$ cat config.mk
export PLATFORM = sky130hd
export DESIGN_NAME = delay_ctrl
export DESIGN_NICKNAME = d
export VERILOG_FILES = /design/src/rtl/delay_pkg.sv /design/src/rtl/delay_dpram.sv /design/src/rtl/delay_ctrl.sv
export SDC_FILE = /design/constraint.sdc
export NUM_CORES = 1
export LEC_CHECK = 0
export CAP_MARGIN = 40
export CORE_ASPECT_RATIO = 1.4
export CORE_MARGIN = 2
export CORE_UTILIZATION = 62
export DETAILED_ROUTE_END_ITERATION = 7
export PLACE_DENSITY_LB_ADDON = 0.05
export SLEW_MARGIN = 15
export SYNTH_ARGS = -nofsm -noshare
export SYNTH_HDL_FRONTEND = slang
export SYNTH_SLANG_ARGS = --single-unit
$ cat constraint.sdc
create_clock -name clk -period 4 [get_ports clk]
set_input_delay 1.2 -clock clk [delete_from_list [all_inputs] [get_ports clk]]
set_output_delay 1.2 -clock clk [all_outputs]
set_load 0.005 [all_outputs]
$ cat src/rtl/delay_pkg.sv
`default_nettype none
// ============================================================================
//  Module   : delay_pkg
//  Purpose  : Shared defaults and FILL/RUN state encoding for the delay line
//  Revision : 1.0  initial release
// ============================================================================
package delay_pkg;

   // Default sample width and buffer address width
   localparam int DELAY_DW = 14;
   localparam int DELAY_AW = 6;

   // Controller states: FILL while priming the buffer, RUN once output is valid
   typedef enum logic [0:0] {
      ST_FILL = 1'b0,
      ST_RUN  = 1'b1
   } state_t;

endpackage : delay_pkg
`default_nettype wire

$ cat src/rtl/delay_dpram.sv
`default_nettype none
// ============================================================================
//  Module   : delay_dpram
//  Purpose  : Simple dual-port RAM, 2^AW x DW, one write port and one
//             registered read port. Storage itself is never reset; only the
//             read register is, so the output is clean after reset.
//  Revision : 1.0  initial release
// ============================================================================
module delay_dpram #(
   parameter int DW = 14,
   parameter int AW = 6
) (
   input  logic          clk,
   input  logic          rst,
   input  logic          i_we,
   input  logic [AW-1:0] i_waddr,
   input  logic [DW-1:0] i_wdata,
   input  logic          i_re,
   input  logic [AW-1:0] i_raddr,
   output logic [DW-1:0] o_rdata
);

   localparam int DEPTH = 2 ** AW;

   logic [DW-1:0] mem [DEPTH];
   logic [DW-1:0] rdata_q;

   // Write port: storage only, no reset needed
   always_ff @(posedge clk) begin
      if (i_we) begin
         mem[i_waddr] <= i_wdata;
      end
   end

   // Registered read port; advances only when enabled so the output holds
   always_ff @(posedge clk) begin
      if (rst) begin
         rdata_q <= '0;
      end else if (i_re) begin
         rdata_q <= mem[i_raddr];
      end
   end

   assign o_rdata = rdata_q;

endmodule : delay_dpram
`default_nettype wire

$ cat src/rtl/delay_ctrl.sv
`default_nettype none
// ============================================================================
//  Module   : delay_ctrl
//  Purpose  : Programmable sample delay line (1..2^AW-1 accepted samples)
//             built on a circular buffer. A FILL phase primes the buffer
//             after reset or a delay change; RUN streams delayed samples.
//  Options  : DELAY_CTRL_MUTE_EN - force dout to 0 whenever dout_valid=0
//  Revision : 1.0  initial release
// ============================================================================
module delay_ctrl
   import delay_pkg::*;
#(
   parameter int DW = DELAY_DW,
   parameter int AW = DELAY_AW
) (
   input  logic          clk,
   input  logic          rst,
   input  logic [DW-1:0] din,
   input  logic          en,
   input  logic [AW-1:0] cfg_delay,
   input  logic          cfg_wr,
   output logic [DW-1:0] dout,
   output logic          dout_valid,
   output logic          busy,
   output logic [AW-1:0] cur_delay
);

   state_t        state_q,      state_d;
   logic [AW-1:0] cur_delay_q,  cur_delay_d;
   logic [AW-1:0] fill_cnt_q,   fill_cnt_d;
   logic [AW-1:0] wr_ptr_q,     wr_ptr_d;
   logic          dout_valid_q, dout_valid_d;
   logic          busy_q,       busy_d;

   logic [AW-1:0] cfg_sat;
   logic          restart;
   logic [AW-1:0] rd_ptr;
   logic [DW-1:0] ram_rdata;

   // Zero delay is meaningless for a registered read, so clamp it to one
   assign cfg_sat = (cfg_delay == '0) ? {{(AW-1){1'b0}}, 1'b1} : cfg_delay;

   // A rewrite of the active delay while running is a no-op; anything else
   // (new value, or any write during FILL) restarts the fill
   assign restart = cfg_wr && ((state_q == ST_FILL) || (cfg_sat != cur_delay_q));

   // The read pointer trails the write pointer by the applied delay; both
   // wrap naturally in AW bits. Since 1 <= delay < 2^AW it never equals
   // the write address, so there is no read-during-write hazard.
   assign rd_ptr = wr_ptr_q - cur_delay_q;

   // Next-state logic for FSM, fill counter, pointers and output flags
   always_comb begin
      state_d      = state_q;
      cur_delay_d  = cur_delay_q;
      fill_cnt_d   = fill_cnt_q;
      wr_ptr_d     = wr_ptr_q;
      dout_valid_d = dout_valid_q;
      busy_d       = busy_q;

      if (restart) begin
         // The sample accepted on the write cycle is fill sample 1
         state_d      = ST_FILL;
         cur_delay_d  = cfg_sat;
         fill_cnt_d   = {{(AW-1){1'b0}}, en};
         dout_valid_d = 1'b0;
         busy_d       = 1'b1;
      end else if (en && (state_q == ST_FILL)) begin
         // Once D samples are buffered this cycle's read is the first
         // correctly delayed sample, so RUN and valid start together
         if (fill_cnt_q == cur_delay_q) begin
            state_d      = ST_RUN;
            dout_valid_d = 1'b1;
            busy_d       = 1'b0;
         end else begin
            fill_cnt_d = fill_cnt_q + 1'b1;
         end
      end

      if (en) begin
         wr_ptr_d = wr_ptr_q + 1'b1;
      end
   end

   // Control state registers; reset wins over cfg_wr and en
   always_ff @(posedge clk) begin
      if (rst) begin
         state_q      <= ST_FILL;
         cur_delay_q  <= {{(AW-1){1'b0}}, 1'b1};
         fill_cnt_q   <= '0;
         wr_ptr_q     <= '0;
         dout_valid_q <= 1'b0;
         busy_q       <= 1'b1;
      end else begin
         state_q      <= state_d;
         cur_delay_q  <= cur_delay_d;
         fill_cnt_q   <= fill_cnt_d;
         wr_ptr_q     <= wr_ptr_d;
         dout_valid_q <= dout_valid_d;
         busy_q       <= busy_d;
      end
   end

   delay_dpram #(
      .DW (DW),
      .AW (AW)
   ) u_ram (
      .clk     (clk),
      .rst     (rst),
      .i_we    (en),
      .i_waddr (wr_ptr_q),
      .i_wdata (din),
      .i_re    (en),
      .i_raddr (rd_ptr),
      .o_rdata (ram_rdata)
   );

`ifdef DELAY_CTRL_MUTE_EN
   assign dout = dout_valid_q ? ram_rdata : '0;
`else
   // Raw read data; may be stale while filling
   assign dout = ram_rdata;
`endif

   assign dout_valid = dout_valid_q;
   assign busy       = busy_q;
   assign cur_delay  = cur_delay_q;

endmodule : delay_ctrl
`default_nettype wire

==> run metrics, run 1 <==
First DRT Iteration DRCs=about 1.7k; async set-reset flop share out of synthesis=0%; Worst path slowest cell=a2111oi_0; hpwl dp=between 50000 and 60000 µm; CP startpoint kind=flop; # fillers=approximately 3.5k; cell count after synthesis=~1.7k; critical path cell sequence=inv_1 -> ha_1 -> and3b_1 -> o21a_4 -> nor2_8 -> buf_12 -> mux2_2 -> o22ai_1 -> a2111oi_0 -> o211a_1; first-pass GRT wire length=between 100000 and 150000 µm; Slew Limit Fails=0; Final #Nets=around 1.9k; WP data required=~4.6 ns; Leak Pwr=between 10 and 15 nW; post-route insts no fill=2639; total number of vias=17.4k; Pre-antenna DRT Iters=5; Floorplan Core Area=57600 µm²; Slew headroom=42.2%; CP Data Arrival Time=roughly 4.1 ns; status=finished clean; dominant cell type by area after synthesis=edfxtp_1; max incr delay on CP=0.68 ns; Fin Setup TNS=0 ns; final wirelength=between 80000 and 90000 µm; Netlist cell types=51; GPL Wtd Cong=around 0.96; Setup CP Type=reg2reg; Post-synth top flop=edfxtp_1; vias in the first global route=about 18k; commonest non-fill, non-tap cell in the layout=edfxtp_1; max-cap violations=0; GRT overflow=0; diode count=0; most frequent cells in the layout=edfxtp_1 (896), mux4_2 (224), buf_4 (101); setup bufs post-CTS=0; Worst R2R Start=cur_delay[2]; sequential share of the synthesized area=about 76%; CP delay by family, top=compound AO/OA/AOI/OAI gates; Max Freq=approximately 280 MHz; CTS clock-pin slew for the worst setup and hold paths=around 0.060 ns; # H-tree levels=3; part of the cycle the worst path needs=about nine tenths; fin area=~41000 µm²; Reg2Reg Depth=10; I/O Pins=46; Post-synth EDFFs=roughly 900; GRT Total Usage=between 20% and 30%; worst min-delay path category=reg2reg; Initial Util=roughly 63%; port bufs=between 40 and 50; post-CTS sizing=0; path length in cells of the critical path=10; RSZ-0062 raised after global routing=false; Warnings, synthesis=0; Die Ht=a little under 300 µm; total CTS buffers=between 80 and 90; Least-Margin Pin Slew=roughly 0.84 ns; P&R area growth vs syn=12.5%; post-synthesis register bit count=between 900 and 1k; number of hold violations in the final report=0; Worst-Skew Late Latency=around 0.63 ns; Mapped Area=36300 µm²; CP startpoint=cur_delay[2]; VDD IR max=just over 0.5 mV; initial antenna violation count=3; Setup crit end=u_ram.o_rdata[7]; Synth top area share=about three quarters; FF-to-FF setup slack=0.46 ns; share of post-route cells with drive strength above 1=approximately 27%; Syn Nets=about 1.7k; die area=between 60000 and 70000 µm²; fin crit period=between 3 and 4 ns; Crit path buffers/inverters=2; Clock Tree Buf Depth=3; largest net degree at the start of global routing=73; placed instance count=roughly 2.5k; routed len/inst=a little over 30 µm; Clock Skews=0.0193 ns; Hold-fix buffers, CTS=0; P per Cell Area=~530 nW/µm²; ANT nets after route=0; TritonCTS clock tree=built; row count=around 100; Synth area leaders=edfxtp_1 (74%), mux4_2 (14%), mux2i_1 (2.5%); Clock Sinks=930; RR Endpoint=u_ram.o_rdata[7]; residual DRC count=0; Syn Area/Cell=~22 µm²; Die X=roughly 210 µm; root buf cell=clkbuf_16; routed vias/inst=between 6 and 7; Critical Path Fanout Max=58; Setup crit end kind=flop; final setup vio count=0; placed cell areas=~38000 µm²
flip-flops by register name, indices dropped and copies added (netlist names):
register and count:
busy 1, cur_delay 6, dout_valid 1, fill_cnt_q 6, u_ram.mem 896, u_ram.o_rdata 14, wr_ptr_q 6
cell usage after synthesis, types with 5 or more instances:
master / number
edfxtp_1: 896
a221o_1: 13
o22ai_1: 42
buf_2: 24
nand4_1: 5
nor3_1: 25
dfxtp_1: 34
a211oi_1: 6
a211oi_2: 10
xor2_1: 13
mux2_2: 10
clkbuf_1: 45
inv_1: 8
buf_4: 13
xnor2_1: 11
nand2_1: 20
a21oi_1: 7
mux2i_1: 90
nand3_1: 6
nor2_1: 86
o21bai_1: 13
mux2_1: 18
mux4_2: 224
ha_1: 7
final cells by class:
class,count,area (µm²),share of cell area [%]
clock buffers,96,2130,5.21
clock inverters,53,447,1.10
inverters,8,30.0,0.0736
multi-input cells,650,8250,20.2
flip-flops and latches,930,27600,67.6
well taps,742,928,2.28
repair buffers,160,1420,3.48
cells by family after synthesis:
| kind of cell | after synthesis | synth area share [%] |
|---|---|---|
| xor+xnor | 24 | 0.580 |
| simple gates | 175 | 2.29 |
| flops | 930 | 76.1 |
| mux | 342 | 17.3 |
| compound gates | 101 | 2.14 |
| fa+ha+maj | 8 | 0.297 |
| buf+inv | 98 | 1.38 |
worst register-to-register path: stages, from the launching register on:
cell and delay, ns:
dfxtp_1 0.45, inv_1 0.13, ha_1 0.41, and3b_1 0.26, o21a_4 0.25, nor2_8 0.27, buf_12 0.41, mux2_2 0.33
o22ai_1 0.08, a2111oi_0 0.68, o211a_1 0.21
per-stage QoR:
| stage | worst slack (ns) | total power, mW | util (%) | hold WS, ns |
|---|---|---|---|---|
| global placement | 0.473 | 14.1 | 66.2 | 0.450 |
| global route | 0.361 | 22.1 | 70.8 | 0.533 |
| finish | 0.457 | 21.5 | 70.8 | 0.480 |
| floorplan | 0.284 | 12.9 | - | 0.451 |
| detailed placement | 0.465 | 14.1 | 66.3 | 0.477 |
| CTS | 0.504 | 21.6 | 70.7 | 0.492 |
metal layers:
metal	GRT usage, %	share of wire (%)
met1	37.5	39
met5	0	0.032
met3	4.07	6.1
met4	10.7	3.9
met2	46.3	51
power breakdown:
group          internal, mW  switching [mW]  leakage [nW]
sequential             10.7          0.0596          8.34
combinational          1.35            1.74          3.61
clock                  4.21            3.41          1.26
total                  16.3            5.21          13.2
worst min-delay path by stage:
stage,to,slack [ns],depth (start not counted),start
3_5_place_dp,busy,0.48,1,busy
2_1_floorplan,busy,0.45,1,busy
3_3_place_gp,busy,0.45,1,busy
6_report,busy,0.48,1,busy
5_1_grt,busy,0.53,1,busy
4_1_cts,busy,0.49,1,busy
Power figures use the tool's default switching activity.
==> inputs of run 2 (changes only) <==
--- a/config.mk
+++ b/config.mk
@@ -8,7 +8,7 @@
 export CAP_MARGIN = 40
 export CORE_ASPECT_RATIO = 1.4
 export CORE_MARGIN = 2
-export CORE_UTILIZATION = 62
+export CORE_UTILIZATION = 55
 export DETAILED_ROUTE_END_ITERATION = 7
 export PLACE_DENSITY_LB_ADDON = 0.05
 export SLEW_MARGIN = 15
==> run 2 against run 1 <==
Compared with the run above: clock power rose by 6.3%; final area up 1.3%; utilization down 7.6 points; wire length increased by 5.2%; worst hold slack better by 0.022 ns; cell count increased by 5.3%; total power grew 2.8%; via count shrank 0.26%; sequential cell count is the same; clock skew is 0.0019 ns lower; first-iteration DRC count grew 7.4%; highest routed layer unchanged.
==> run metrics, run 2 (synthesized netlist as in run 1, its figures left out) <==
status=finished clean; VDD IR max=about 0.44 mV; P per Cell Area=about 530 nW/µm²; Floorplan Core Area=about 65000 µm²; FF-to-FF setup slack=roughly 0.45 ns; switch share=about a quarter; CTS clock-pin slew for the worst setup and hold paths=about 0.07 ns; Pint=between 15 and 20 mW; Leak Pwr=between 10 and 15 nW; GRT Total Usage=between 20% and 30%; Clock Sinks=between 900 and 1k; post-route insts no fill=around 2.8k; register area=roughly 28000 µm²; Slew Limit Fails=0; # fillers=approximately 4.5k; row count=111; TritonCTS clock tree=built; max-cap violations=0; # H-tree levels=3; first-pass GRT wire length=124000 µm; residual DRC count=0; register with the most flip-flops=u_ram.mem; routed len/inst=~30 µm; part of the cycle the worst path needs=between 80% and 90%; share of post-route cells with drive strength above 1=between 20% and 30%; Max Freq=282 MHz; ANT nets after route=0; final wirelength=roughly 86000 µm; Hold-fix buffers, CTS=0; Critical Path Fanout Max=43; Worst-Skew Late Latency=around 0.64 ns; setup bufs post-CTS=0; hpwl dp=roughly 55000 µm; Setup WS post-layout=0.453 ns; number of hold violations in the final report=0; GRT overflow=0; Setup CP Type=reg2reg; Die X=roughly 220 µm; die area=slightly below 70000 µm²; total number of vias=about 17k; P&R area growth vs syn=13.9%; Clock Tree Buf Depth=3; placed instance count=2618; I/O Pins=46; Final #Nets=around 1.9k; share of power burned in combinational logic=14.5%; vias in the first global route=approximately 18k; Setup crit end=u_ram.o_rdata[3]; Pre-antenna DRT Iters=5; critical path cell sequence=inv_1 -> ha_4 -> fa_4 -> buf_12 -> mux4_2 -> mux2_1 -> o22ai_1 -> a221o_1 -> a211oi_2; Fin Setup TNS=0 ns; First DRT Iteration DRCs=between 1.5k and 2k; worst min-delay path category=reg2reg; GPL Wtd Cong=0.832; Reg2Reg Depth=9; most frequent cells in the layout=edfxtp_1 (896), mux4_2 (224), buf_4 (123); net switching power=between 5 and 6 mW; Die Ht=~310 µm; total CTS buffers=86; pre-CTS setup slack=approximately 0.5 ns; root buf cell=clkbuf_16; Worst R2R Start=wr_ptr_q[0]; final setup vio count=0; RR Endpoint=u_ram.o_rdata[3]; Worst path slowest cell=fa_4; routed vias/inst=roughly 6.2; port bufs=between 40 and 50; CP startpoint=wr_ptr_q[0]; Sequential Power Share=48.8%; commonest non-fill, non-tap cell in the layout=edfxtp_1; max incr delay on CP=a little over 0.9 ns; area of the multi-input gates=between 8000 and 9000 µm²; post-CTS sizing=0; fin util=63.2%; Initial Util=between 50% and 60%; largest net degree at the start of global routing=65; initial antenna violation count=4; Slew headroom=roughly 45%; RSZ-0062 raised after global routing=false; CP startpoint kind=flop; max reg flops=approximately 900; Least-Margin Pin Slew=slightly above 0.8 ns; CP Data Arrival Time=between 4 and 5 ns; fin crit period=around 3.5 ns; WP data required=4.53 ns; clock group share of total power=between 30 and 40%; Setup crit end kind=flop; Clock Skews=0.0174 ns
==> run 2: cell type report <==
class | instances | area share, %
multi-input cells | 650 | 20.0
well taps | 847 | 2.56
flip-flops and latches | 930 | 66.8
diodes | 2 | 0.0121
clock inverters | 58 | 1.28
clock buffers | 100 | 5.44
repair buffers | 183 | 3.90
inverters | 8 | 0.0727
==> run 2: worst max-delay path: cells and delay by family, from the launching register on <==
kind                       cells  cell delay [ns]
DFF                            1             0.33
AOI/OAI and AO/OA              3             0.88
muxes                          2             0.68
adders and majority gates      2             1.11
buffers and inverters          2             0.38
==> run 2: stage by stage <==
step                      power, mW  cell area (µm²)  hold slack, ns
after floorplan                12.9            36300           0.451
after global placement         14.2            38500           0.492
after detailed placement       14.2            38500           0.491
after CTS                      22.3            41300           0.506
after global routing           22.8            41300           0.521
final                          22.1            41300           0.503
==> run 2: worst min path at each step <==
stage                     start    to  slack (ns)  cells after the start
after floorplan            busy  busy        0.45                      1
after global placement     busy  busy        0.49                      1
after detailed placement   busy  busy        0.49                      1
after CTS                  busy  busy        0.51                      1
after global routing       busy  busy        0.52                      1
final                      busy  busy        0.50                      1
==> run 2: power by group through the flow <==
| stage | registers, mW | clock network [mW] | logic, mW |
|---|---|---|---|
| floorplan | 11.0 | 0 | 1.98 |
| global placement | 11.0 | 0 | 3.21 |
| detailed placement | 11.0 | 0 | 3.24 |
| CTS | 10.8 | 8.26 | 3.25 |
| global route | 10.8 | 8.62 | 3.37 |
| finish | 10.8 | 8.10 | 3.20 |
==> run 2: layer usage <==
layer  up-vias  share of wire (%)  global-route usage [%]
met3       156                6.0                    4.44
li1       7389                  -                       -
met4         4                4.6                    12.3
met1      9233                 38                    33.0
met2       579                 51                    43.1
met5         -              0.022                       0
